[config.mk]
export PLATFORM = sky130hd
export DESIGN_NAME = button_conditioner
export DESIGN_NICKNAME = d
export VERILOG_FILES = /design/src/rtl/button_conditioner.sv
export SDC_FILE = /design/constraint.sdc
export NUM_CORES = 1
export LEC_CHECK = 0
export CAP_MARGIN = 0
export CORE_MARGIN = 8
export CORE_UTILIZATION = 40
export DETAILED_ROUTE_END_ITERATION = 8
export PLACE_DENSITY = 0.61
export RECOVER_POWER = 25
export SKIP_CTS_REPAIR_TIMING = 1
export SLEW_MARGIN = 10
export SYNTH_ARGS = -nofsm -noshare
export SYNTH_HDL_FRONTEND = slang
export SYNTH_SLANG_ARGS = --single-unit
[constraint.sdc]
create_clock -name clk -period 2.6 [get_ports clk]
set_input_delay 0.26 -clock clk [delete_from_list [all_inputs] [get_ports clk]]
set_output_delay 0.26 -clock clk [all_outputs]
set_load 0.01 [all_outputs]
[src/rtl/button_conditioner.sv]
// Three-button conditioner: two-flop synchronizers, per-button debounce FSMs, one-cycle press strobes.
// Optional auto-repeat for red and blue is enabled by defining BTN_REPEAT_EN.
module button_conditioner #(
    parameter int DEBOUNCE_CYCLES = 500000,
    parameter int REPEAT_DELAY    = 25000000,
    parameter int REPEAT_PERIOD   = 10000000
) (
    input  logic       clk,
    input  logic       rst,
    input  logic       red_button_raw,
    input  logic       blue_button_raw,
    input  logic       yellow_button_raw,
    output logic       red_button,
    output logic       blue_button,
    output logic       yellow_button,
    output logic [2:0] press_pulse
);

    localparam int CW = $clog2(DEBOUNCE_CYCLES + 1);
    localparam logic [CW-1:0] DEB_LAST = CW'(DEBOUNCE_CYCLES - 1);

`ifdef BTN_REPEAT_EN
    localparam int RPT_MAX = (REPEAT_DELAY > REPEAT_PERIOD) ? REPEAT_DELAY : REPEAT_PERIOD;
    localparam int RW = $clog2(RPT_MAX + 1);
    localparam logic [RW-1:0] DELAY_LAST  = RW'(REPEAT_DELAY - 1);
    localparam logic [RW-1:0] PERIOD_LAST = RW'(REPEAT_PERIOD - 1);
`endif

    typedef enum logic [1:0] {
        RELEASED,
        PRESS_WAIT,
        HELD,
        RELEASE_WAIT
    } state_t;

    logic [2:0] raw_bus;
    logic [2:0] clean_bus;
    logic [2:0] pulse_bus;

    assign raw_bus       = {yellow_button_raw, blue_button_raw, red_button_raw};
    assign red_button    = clean_bus[0];
    assign blue_button   = clean_bus[1];
    assign yellow_button = clean_bus[2];
    assign press_pulse   = pulse_bus;

    for (genvar i = 0; i < 3; i++) begin : g_btn
        localparam bit CAN_REPEAT = (i != 2);  // yellow confirms, so it must never repeat

        logic          sync_meta;
        logic          sync_level;
        state_t        state;
        logic [CW-1:0] count;
        logic          level;
        logic          pulse;
`ifdef BTN_REPEAT_EN
        logic [RW-1:0] rpt_count;
        logic          rpt_first;
`endif

        // NOTE: every register here is updated with <=, so each flop samples pre-edge values
        // and the synchronizer really is two stages rather than collapsing into one.
        always_ff @(posedge clk or posedge rst) begin
            if (rst) begin
                sync_meta  <= 1'b0;
                sync_level <= 1'b0;
            end else begin
                sync_meta  <= raw_bus[i];
                sync_level <= sync_meta;
            end
        end

        always_ff @(posedge clk or posedge rst) begin
            if (rst) begin
                state <= RELEASED;
                count <= '0;
                level <= 1'b0;
                pulse <= 1'b0;
`ifdef BTN_REPEAT_EN
                rpt_count <= '0;
                rpt_first <= 1'b1;
`endif
            end else begin
                pulse <= 1'b0;
                case (state)
                    RELEASED: begin
                        if (sync_level) begin
                            if (DEBOUNCE_CYCLES <= 1) begin
                                state <= HELD;
                                level <= 1'b1;
                                pulse <= 1'b1;
                                count <= '0;
                            end else begin
                                state <= PRESS_WAIT;
                                count <= CW'(1);
                            end
                        end
                    end
                    PRESS_WAIT: begin
                        if (!sync_level) begin
                            state <= RELEASED;
                            count <= '0;
                        end else if (count == DEB_LAST) begin
                            state <= HELD;
                            level <= 1'b1;
                            pulse <= 1'b1;
                            count <= '0;
`ifdef BTN_REPEAT_EN
                            rpt_count <= '0;
                            rpt_first <= 1'b1;
`endif
                        end else begin
                            count <= count + CW'(1);
                        end
                    end
                    HELD: begin
                        if (!sync_level) begin
                            if (DEBOUNCE_CYCLES <= 1) begin
                                state <= RELEASED;
                                level <= 1'b0;
                                count <= '0;
                            end else begin
                                state <= RELEASE_WAIT;
                                count <= CW'(1);
                            end
`ifdef BTN_REPEAT_EN
                            rpt_count <= '0;
                            rpt_first <= 1'b1;
                        end else if (CAN_REPEAT) begin
                            if (rpt_count == (rpt_first ? DELAY_LAST : PERIOD_LAST)) begin
                                pulse     <= 1'b1;
                                rpt_count <= '0;
                                rpt_first <= 1'b0;
                            end else begin
                                rpt_count <= rpt_count + RW'(1);
                            end
`endif
                        end
                    end
                    RELEASE_WAIT: begin
                        if (sync_level) begin
                            state <= HELD;
                            count <= '0;
                        end else if (count == DEB_LAST) begin
                            state <= RELEASED;
                            level <= 1'b0;
                            count <= '0;
                        end else begin
                            count <= count + CW'(1);
                        end
                    end
                    default: begin
                        state <= RELEASED;
                        level <= 1'b0;
                        count <= '0;
                    end
                endcase
            end
        end

        assign clean_bus[i] = level;
        assign pulse_bus[i] = pulse;
    end

endmodule

# After elaboration in Yosys (flattened, before gate mapping)
# Cells that the tools add are included.
# W data, S select, Z words.
# totals
register_bits,75
in_bits,5
# op_classes
addsub,3
eq_ne,36
n_mux,63
reduce_logical,15
# ops
cell,n
$mux W19,15
$pmux W19 S4,3
$add A19 B1 Y19 const B,3
$eq A19 B19 Y1 const B,3
$mux W2,18
$ne A2 B2 Y1 const B,18
$pmux W2 S4,3
$mux W1,21
$ne A3 B3 Y1 const B,6
$reduce_and A5 Y1,3
$eq A2 B2 Y1 const B,6
$reduce_and A4 Y1,3
$eq A2 B1 Y1 const B,3
$logic_not A2 Y1,3
$pmux W1 S2,3
$reduce_and A2 Y1,3
$reduce_bool A2 Y1,3

# Depth between registers and ports, before layout
# Gate-level depths: netlist of the first run.
# logic_depth
ltp_word,4
depth_mapped,8

# Worst setup path after synthesis of the first run
# OpenSTA, ideal clock, no wires.
# synth_path
path_type,register to register
from,register g_btn[0].count[10]
to,register g_btn[0].count[17]
setup_ns,0.124
arrival_ns,1.861
required_ns,2.476
slack_ns,0.615
stages_incl_launch_ff,6
n_path_buf,0
synth_period_minus_slack_ns,1.985
cell_sequence,dfrtp_1 or4_4 nor4_4 a21oi_2 o211a_1 a211o_1
# synth_via
elab_chain_cells,4
elab_cells_between_ends,6
classes_between,add/sub: 1; eq/ne: 1; mux: 4
# synth_rtl
element,line,source
"start, declared",52,logic [CW-1:0] count;
"start signal, assigned",112,count <= count + CW'(1);
"start signal, assigned",148,count <= count + CW'(1);
$add A19 B1 Y19 / $eq A19 B19 Y1 (equally long branches),n/a,
$mux W19 *,"102, 143",
$mux W19 (on tied branches),"140, 99",
$pmux W19 S4 *,84,case (state)
# Mark *: on every way between the ends. The rest lies on a longest branch, timed or not.
# A chain may end at the register's enable or synchronous reset.

# Worst setup path after layout of the first run
# layout_path
from,register g_btn[2].count[0]
to,register g_btn[2].count[16]
# layout_via
elab_chain_cells,4
elab_cells_between_ends,6
classes_between,add/sub: 1; eq/ne: 1; mux: 4
# layout_rtl
element,line
"start, declared",52
"start signal, assigned",112
"start signal, assigned",148
$add A19 B1 Y19 / $eq A19 B19 Y1 (equally long branches),n/a
$mux W19 *,"102, 143"
$mux W19 (on tied branches),"140, 99"
$pmux W19 S4 *,84
# Marked as above.

==> metrics, run 1 <==
status=complete, no violations; largest net degree at the start of global routing=32; most common cell after layout, fill and taps aside=dfrtp_1; Vias/cell=5.59; CTS tree=yes; DP Worst Slack=~0.42 ns; Syn-to-layout area delta=11.7%; clk_lat worst skew=between 0.3 and 0.4 ns; DIE AREA=13500 um2; total power=roughly 0.0027 W; Final nets=450; leading area contributor after synthesis=dfrtp_1; Static Leak=roughly 1.9 nW; Core Box Area=9730 um2; Worst Path Max Fanout=11; initial antenna violation count=0; Netlist cell types=66; DRC violations left=0; wirelength, routed=roughly 8500 um; CP arrival=2.41 ns; Filler cells=961; vias in the first global route=3091; Synth area leaders=dfrtp_1 (47%), nand3_1 (5.1%), nand2_1 (4.3%); Seq/Total Area, Yosys=46.8%; number of DRC markers in iteration 0=about 190; worst setup path end=g_btn[2].count[16]$_DFFE_PP0P_; CTS buffer count=9; reg-to-reg critical path endpoint=g_btn[2].count[16]$_DFFE_PP0P_; Die Ht=116 um; YS warnings=0; async set-reset flop share out of synthesis=100%; Final Skew=0.00847 ns; via count=3242; post-route setup slack=0.421 ns; Worst VDD drop=0.000337 V; RSZ-0062 raised after global routing=false; CP Launch Point=g_btn[2].count[0]$_DFFE_PP0P_; Reg2Reg Launch Point=g_btn[2].count[0]$_DFFE_PP0P_; # setup viols final=0; first-pass GRT wire length=between 10000 and 15000 um; Post-synth EDFFs=0; Data required, critical path=2.84 ns; Net Sw Frac=25.6%; clk buf depth=2; fmax=459 MHz; Max Cap Viol=0; Min-Delay Path Depth=0; ys flop type=dfrtp_1; DP Area=4250 um2; wire per inst=around 15 um; port bufs=10; Final Wtd Congestion=roughly 0.80; io pins=11; CTS Sinks=75; CP Capture Type=flop; P_sw=0.000681 W; P_int=around 0.0020 W; Yosys reg bits=75; Rel. slew slack=22.6%; Final Cell Area=roughly 4500 um2; Pwr per Cell Area=594 nW/um2; top-area cell type share of the netlist area=46.8%; num rows=36; min cycle time layout=2.18 ns; post-synthesis mux area share=1.56%; Fin Hold WS=0.355 ns; XOR/XNOR Fraction of Synth Area=2.84%; H-tree depth=3; simple-gate share of the synthesized area=28.6%; Reg clk slew, reported paths=around 0.080 ns; drt pass-1 iters=4; Congestion Overflow GR=0; Post-Syn Nets=436; Clk pwr share=41.3%; Antenna Violating Nets Remaining=0; worst min-delay path class=reg2reg; Crit Path Class=reg2reg; Synth Area in Compound Gates=16.0%; Reg2Reg Setup Slack=0.42 ns; Worst Reg2Reg Path Length in Cells=7; setup TNS=0 ns; clock root buffer=clkbuf_8; Hold Fails Final Rpt=0; Die Span X=around 120 um; Post-Syn Instances=428; crit path launch type=flop; main combinational cell family by area after synthesis=simple AND/OR/NAND/NOR gates; Mean Syn Cell Area=9.36 um2; combinational share of power=11.3%; Slew Viols, Final=0; Cell Area, Synth=4010 um2; adder-cell area share of the yosys netlist=0.937%; commonest cells after routing, fill and taps aside=dfrtp_1 (75), nand2_1 (46), nand3_1 (41), o21ai_0 (33), nor2_1 (27); Starting Density=41.2%; n_diodes=0; Sequential Power Share=47.5%; GRT Util Overall=13.6%; Final period util=83.8%; post-DP HPWL=between 5000 and 6000 um; layout cells sized above 1=10.1%; Slew @ Worst Pin=1.16 ns
## metrics by stage
stage               std cells  utilization, %
finish                    580            46.0
global route              580            46.0
CTS                       580            46.2
detailed placement        564            43.7
global placement          564            43.7
floorplan                 428               -
## critical path, stage by stage (launching register included)
cell	delay (ns)
dfrtp_1	0.39
ha_1	0.21
and4_1	0.37
nand2_1	0.12
o21ai_1	0.42
buf_4	0.26
nor2_1	0.06
a221o_1	0.25
## metal layers
layer / track usage, % / share of wire [%] / vias up
met5: 0 / 0 / -
met4: 4.41 / 0.74 / 0
met3: 3.72 / 3.5 / 4
met2: 22.0 / 48 / 45
met1: 17.2 / 47 / 1595
li1: - / - / 1598
## state kept, by name, summed over array words and instances, names as in the netlist, named ones only
name,count
g_btn.sync_meta,3
red_button,1
blue_button,1
g_btn.pulse,3
g_btn.sync_level,3
g_btn.count,57
yellow_button,1
g_btn.state,3
## synth_stat cells, types with 3 or more instances
| master | count |
|---|---|
| buf_4 | 3 |
| a22o_1 | 5 |
| nor2b_1 | 4 |
| a21oi_1 | 17 |
| a21o_1 | 14 |
| nor3b_1 | 3 |
| ha_1 | 3 |
| nand3_1 | 41 |
| a221o_1 | 3 |
| nand4_1 | 10 |
| xor2_1 | 9 |
| xnor2_1 | 4 |
| nor3_1 | 18 |
| and4_1 | 6 |
| a22o_2 | 3 |
| nand2_1 | 46 |
| nor2_1 | 27 |
| and2_1 | 7 |
| clkbuf_1 | 4 |
| dfrtp_1 | 75 |
| and3_1 | 5 |
| mux2i_1 | 4 |
| nor4_1 | 8 |
| buf_2 | 5 |
| inv_1 | 11 |
| or3_1 | 9 |
| o211ai_1 | 4 |
| o21ai_0 | 33 |
## cells by family after synthesis
logic type / count (synthesis)
and+or+nand+nor: 209
adders and majority gates: 3
AOI/OAI and AO/OA: 97
DFF: 75
muxes: 6
xor gates and xnor gates: 13
buffers and inverters: 25
## power groups by stage
stage | sequential (W) | clock [W] | combinational (W)
2_1_floorplan | 0.00126 | 0 | 0.000266
3_3_place_gp | 0.00128 | 0 | 0.000299
3_5_place_dp | 0.00128 | 0 | 0.000306
4_1_cts | 0.00126 | 0.00114 | 0.000309
5_1_grt | 0.00127 | 0.00118 | 0.000341
6_report | 0.00126 | 0.00110 | 0.000299
## layout make-up
class                   instances  area, um2  share of cell area [%]
clock buffers                  11        141                    3.16
clock inverters                 5        100                    2.24
inverters                      11       41.3                   0.922
multi-input cells             328       2000                    44.7
flip-flops and latches         75       1880                    41.9
well taps                     133        166                    3.72
repair buffers                 17        150                    3.35
## worst min path at each step
stage	to	slack [ns]	start
detailed placement	g_btn[1].sync_level$_DFF_PP0_	0.34	g_btn[1].sync_meta$_DFF_PP0_
CTS	g_btn[2].count[13]$_DFFE_PP0P_	0.25	rst
global route	g_btn[2].sync_level$_DFF_PP0_	0.37	g_btn[2].sync_meta$_DFF_PP0_
global placement	g_btn[1].sync_level$_DFF_PP0_	0.34	g_btn[1].sync_meta$_DFF_PP0_
finish	g_btn[1].sync_level$_DFF_PP0_	0.36	g_btn[1].sync_meta$_DFF_PP0_
floorplan	g_btn[0].sync_meta$_DFF_PP0_	0.29	red_button_raw
Note: power is estimated with default switching activity, not from simulation.
==> run 2: changes to the inputs <==
- clock period: 2.6 -> 2.2 ns (I/O delays scaled with it)
==> metrics, run 2 (same netlist as run 1, synthesis figures left out) <==
via count=3261 (was 3242); worst setup path end=g_btn[0].count[14]$_DFFE_PP0P_ (was g_btn[2].count[16]$_DFFE_PP0P_); port bufs=10 (unchanged); drt pass-1 iters=4 (unchanged); Reg2Reg Setup Slack=0.1 ns (was 0.42 ns); min cycle time layout=2.10 ns (was 2.18 ns); Max Cap Viol=0 (unchanged); DP Worst Slack=0.119 ns (was 0.424 ns); CTS buffer count=9 (unchanged); wire per inst=14.4 um (was 14.7 um); Syn-to-layout area delta=13.8% (was 11.7%); CP max-delay cell=or4_4 (was o21ai_1); CP arrival=2.34 ns (was 2.41 ns); H-tree depth=3 (unchanged); io pins=11 (unchanged); vias in the first global route=3134 (was 3091); status=complete, no violations (unchanged); Die Span X=116 um (unchanged); CP cell instances=or4_4 > nor4_4 > a21o_4 > o21ai_0 > a32o_1 (was ha_1 > and4_1 > nand2_1 > o21ai_1 > buf_4 > nor2_1 > a221o_1); Clk pwr share=39.3% (was 41.3%); max reg flops=57 (unchanged); # setup viols final=0 (unchanged); Hold Fails Final Rpt=0 (unchanged); GRT Util Overall=13.6% (about the same); layout cells sized above 1=12.4% (was 10.1%); number of DRC markers in iteration 0=240 (was 189); clk_lat worst skew=0.35 ns (about the same); combinational share of power=11.8% (was 11.3%); Fin Hold WS=0.344 ns (was 0.355 ns); Worst Reg2Reg Path Length in Cells=5 (was 7); Reg clk slew, reported paths=0.08 ns (about the same); Worst VDD drop=0.000355 V (was 0.000337 V); Worst Path Max Fanout=17 (was 11); Final Core Density=46.9% (was 46.0%); wirelength, routed=8510 um (was 8550 um); RSZ-0062 raised after global routing=false (unchanged); Net Sw Frac=26.0% (was 25.6%); Vias/cell=5.52 (was 5.59); Final period util=95.7% (was 83.8%); setup TNS=0 ns (unchanged); slowest stage delay, CP=0.58 ns (was 0.42 ns); Pwr per Cell Area=669 nW/um2 (was 594 nW/um2); crit path launch type=flop (unchanged); initial antenna violation count=0 (unchanged); DRC violations left=0 (unchanged); CTS tree=yes (unchanged); Rel. slew slack=44.0% (was 22.6%); Final Skew=0.0184 ns (was 0.00847 ns); Data required, critical path=2.43 ns (was 2.84 ns); CP Capture Type=flop (unchanged); Biggest register=g_btn.count (unchanged); Final nets=462 (was 450); P_sw=0.000794 W (was 0.000681 W); reg-to-reg critical path endpoint=g_btn[0].count[14]$_DFFE_PP0P_ (was g_btn[2].count[16]$_DFFE_PP0P_); Core Box Area=9730 um2 (unchanged); commonest cells after routing, fill and taps aside=dfrtp_1 (75), nand2_1 (46), nand3_1 (41), o21ai_0 (33), nor2_1 (27) (unchanged); Slew Viols, Final=0 (unchanged); fmax=475 MHz (was 459 MHz); Slew @ Worst Pin=0.840 ns (was 1.16 ns); largest net degree at the start of global routing=63 (was 32); post-route setup slack=0.0953 ns (was 0.421 ns); num rows=36 (unchanged); CP Launch Point=g_btn[0].count[10]$_DFFE_PP0P_ (was g_btn[2].count[0]$_DFFE_PP0P_); first-pass GRT wire length=14800 um (was 14700 um); CTS Sinks=75 (unchanged); DIE AREA=13500 um2 (unchanged); Crit Path Class=reg2reg (unchanged); n_diodes=0 (unchanged); Final Wtd Congestion=0.794 (was 0.803); worst min-delay path class=in2async (was reg2reg); Static Leak=1.94 nW (was 1.89 nW); P_int=0.00226 W (was 0.00198 W); Die Ht=116 um (unchanged); total power=0.00305 W (was 0.00266 W); Starting Density=41.2% (unchanged); post-DP HPWL=5830 um (was 5840 um); Sequential Power Share=48.9% (was 47.5%); Reg2Reg Launch Point=g_btn[0].count[10]$_DFFE_PP0P_ (was g_btn[2].count[0]$_DFFE_PP0P_); most common cell after layout, fill and taps aside=dfrtp_1 (unchanged); clock root buffer=clkbuf_8 (unchanged); clk buf depth=2 (unchanged); Congestion Overflow GR=0 (unchanged); Antenna Violating Nets Remaining=0 (unchanged)
## run 2: cell count changes in the layout (fill, tap and decap cells not counted), sizes merged
cell / change
buf: +12
bufinv: -1
## run 2: worst min-delay path by stage
stage / endpoint / slack [ns] / cells past startpoint
2_1_floorplan: g_btn[0].sync_meta$_DFF_PP0_ / 0.25 / 0
3_3_place_gp: g_btn[2].sync_level$_DFF_PP0_ / 0.34 / 0
3_5_place_dp: g_btn[2].sync_level$_DFF_PP0_ / 0.34 / 0
4_1_cts: g_btn[2].count[15]$_DFFE_PP0P_ / 0.14 / 2
5_1_grt: g_btn[1].sync_level$_DFF_PP0_ / 0.37 / 0
6_report: g_btn[2].count[12]$_DFFE_PP0P_ / 0.34 / 2
## run 2: worst max-delay path: cells and delay by family (launching register included)
kind            cells  cell delay, ns
simple gates        2            0.93
compound gates      3            0.62
flops               1            0.44
## run 2: metal layers
metal  vias up  wire length, um  part of all wire, %  GRT usage [%]
li1       1627                -                    -              -
met2        37             4050                   48           22.2
met4         0               84                 0.99           4.93
met5         -                0                    0              0
met1      1589             4080                   48           17.0
met3         8              296                  3.5           3.62
## run 2: power groups by stage
stage               Sequential [W]  Combinational [W]  Clock (W)
CTS                        0.00149           0.000368    0.00124
floorplan                  0.00149           0.000315          0
finish                     0.00149           0.000361    0.00120
detailed placement         0.00152           0.000366          0
global route               0.00150           0.000405    0.00130
global placement           0.00152           0.000359          0
## run 2: layout make-up
| type | count | area [um2] |
|---|---|---|
| Clock buffer | 11 | 151 |
| Clock inverter | 4 | 73.8 |
| Fill cell | 940 | 5170 |
| Inverter | 11 | 41.3 |
| Multi-Input combinational cell | 328 | 2010 |
| Sequential cell | 75 | 1880 |
| Tap cell | 133 | 166 |
| Timing Repair Buffer | 29 | 243 |
## run 2: stage by stage
step / cells / area, um2
after floorplan: 428 / 4010
after global placement: 576 / 4340
after detailed placement: 576 / 4340
after CTS: 591 / 4570
after global routing: 591 / 4560
final: 591 / 4560
==> run 3: changes to the inputs <==
- CORE_UTILIZATION: 40 -> 62
- PLACE_DENSITY: 0.61 -> 0.85
==> metrics, run 3 (same netlist as run 1, synthesis figures left out) <==
port bufs=10 (unchanged); CP arrival=2.27 ns (was 2.34 ns); post-route setup slack=0.176 ns (was 0.0953 ns); Reg2Reg Setup Slack=0.18 ns (was 0.1 ns); CTS tree=yes (unchanged); CP Capture Type=flop (unchanged); Worst Reg2Reg Path Length in Cells=5 (unchanged); Data required, critical path=2.44 ns (was 2.43 ns); Non-Filler Instances=533 (was 591); CTS Sinks=75 (unchanged); Hold EP=g_btn[2].sync_level$_DFF_PP0_; failing checks=capacitance limit, slew limit; Static Leak=1.91 nW (was 1.94 nW); Congestion Overflow GR=0 (unchanged); Final Wtd Congestion=0.894 (was 0.794); Final period util=92.0% (was 95.7%); Die Span X=96.4 um (was 116 um); initial antenna violation count=0 (unchanged); Vias/cell=6.33 (was 5.52); drt pass-1 iters=5 (was 4); Reg clk slew, reported paths=0.09 ns (was 0.08 ns); DP Worst Slack=0.124 ns (was 0.119 ns); Filler cells=467 (was 940); crit path launch type=flop (unchanged); Biggest register=g_btn.count (unchanged); setup TNS=0 ns (unchanged); Final Skew=0.00943 ns (was 0.0184 ns); max reg flops=57 (unchanged); Fin Hold WS=0.354 ns (was 0.344 ns); Starting Density=63.5% (was 41.2%); first-pass GRT wire length=14300 um (was 14800 um); status=complete, but fails checks (was complete, no violations); number of DRC markers in iteration 0=216 (was 240); commonest cells after routing, fill and taps aside=dfrtp_1 (75), nand2_1 (46), nand3_1 (41), o21ai_0 (33), nor2_1 (27) (unchanged); DRC violations left=0 (unchanged); Worst Path Max Fanout=10 (was 17); Worst VDD drop=0.000581 V (was 0.000355 V); Slew @ Worst Pin=1.59 ns (was 0.840 ns); H-tree depth=3 (unchanged); reg-to-reg critical path endpoint=g_btn[0].count[17]$_DFFE_PP0P_ (was g_btn[0].count[14]$_DFFE_PP0P_); n_diodes=0 (unchanged); Max Cap Viol=1 (was 0); dpl cells=517 (was 576); worst min-delay path class=reg2reg (was in2async); post-DP HPWL=5540 um (was 5830 um); Slew Viols, Final=76 (was 0); CTS buffer count=9 (unchanged); Crit Path Class=reg2reg (unchanged); num rows=29 (was 36); wire per inst=15.2 um (was 14.4 um); Min-Delay Path Depth=0; io pins=11 (unchanged); Worst Hold Launch=g_btn[2].sync_meta$_DFF_PP0_; clock root buffer=clkbuf_8 (unchanged); via count=3374 (was 3261); Rel. slew slack=-6.33% (was 44.0%); largest net degree at the start of global routing=76 (was 63); Hold Fails Final Rpt=0 (unchanged); RSZ-0062 raised after global routing=true (was false); Core Box Area=6310 um2 (was 9730 um2); DIE AREA=9290 um2 (was 13500 um2); most common cell after layout, fill and taps aside=dfrtp_1 (unchanged); Reg2Reg Launch Point=g_btn[0].count[7]$_DFFE_PP0P_ (was g_btn[0].count[10]$_DFFE_PP0P_); clk buf depth=2 (unchanged); layout cells sized above 1=12.3% (was 12.4%); Pwr per Cell Area=639 nW/um2 (was 669 nW/um2); Antenna Violating Nets Remaining=0 (unchanged); Final Core Density=70.2% (was 46.9%); wirelength, routed=8080 um (was 8510 um); Die Ht=96.4 um (was 116 um); # setup viols final=0 (unchanged); Final nets=459 (was 462); fmax=494 MHz (was 475 MHz); Syn-to-layout area delta=10.6% (was 13.8%); min cycle time layout=2.02 ns (was 2.10 ns); vias in the first global route=3187 (was 3134); clk_lat worst skew=0.35 ns (about the same); GRT Util Overall=19.3% (was 13.6%)
## run 3: routing by layer
metal / track usage [%] / vias to the layer above / wire length [um]
met5: 0 / - / 0
met4: 8.95 / 0 / 128
met3: 4.79 / 16 / 504
met2: 30.9 / 129 / 3920
met1: 24.0 / 1605 / 3520
li1: - / 1624 / -
## run 3: area by class of cell
cell class / instances / area (um2) / share of cell area [%]
tap: 77 / 96.3 / 2.17
clock inverter: 7 / 61.3 / 1.38
inverter: 11 / 41.3 / 0.932
timing repair buffer: 26 / 218 / 4.91
sequential: 75 / 1880 / 42.3
multi-input combinational: 328 / 2010 / 45.5
clock buffer: 9 / 124 / 2.80
## run 3: worst max-delay path, cell delays in order (launching register included)
cell and delay (ns):
dfrtp_1 0.43, or4_4 0.56, nor4_4 0.29, a21oi_2 0.21, o211a_1 0.17, a211o_1 0.25
## run 3: per-stage QoR
step | instance area [um2] | total power (W)
floorplan | 4010 | 0.00180
global placement | 4250 | 0.00186
detailed placement | 4250 | 0.00187
CTS | 4430 | 0.00286
global route | 4430 | 0.00297
finish | 4430 | 0.00283
## run 3: worst max-delay path by stage
stage	from	endpoint	slack [ns]
floorplan	rst	async pin	0.07
global placement	g_btn[0].count[7]$_DFFE_PP0P_	g_btn[0].count[17]$_DFFE_PP0P_	0.16
detailed placement	g_btn[0].count[7]$_DFFE_PP0P_	g_btn[0].count[17]$_DFFE_PP0P_	0.12
CTS	g_btn[0].count[7]$_DFFE_PP0P_	g_btn[0].count[17]$_DFFE_PP0P_	0.11
global route	g_btn[1].count[0]$_DFFE_PP0P_	g_btn[1].count[16]$_DFFE_PP0P_	-0.002
finish	g_btn[0].count[7]$_DFFE_PP0P_	g_btn[0].count[17]$_DFFE_PP0P_	0.18
## run 3: power by group
part,switching (W),total (W),leakage (nW),internal (W)
sequential,0.0000652,0.00149,1.02,0.00143
combinational,0.000220,0.000351,0.806,0.000131
clock,0.000558,0.000987,0.0884,0.000428
total,0.000843,0.00283,1.91,0.00199
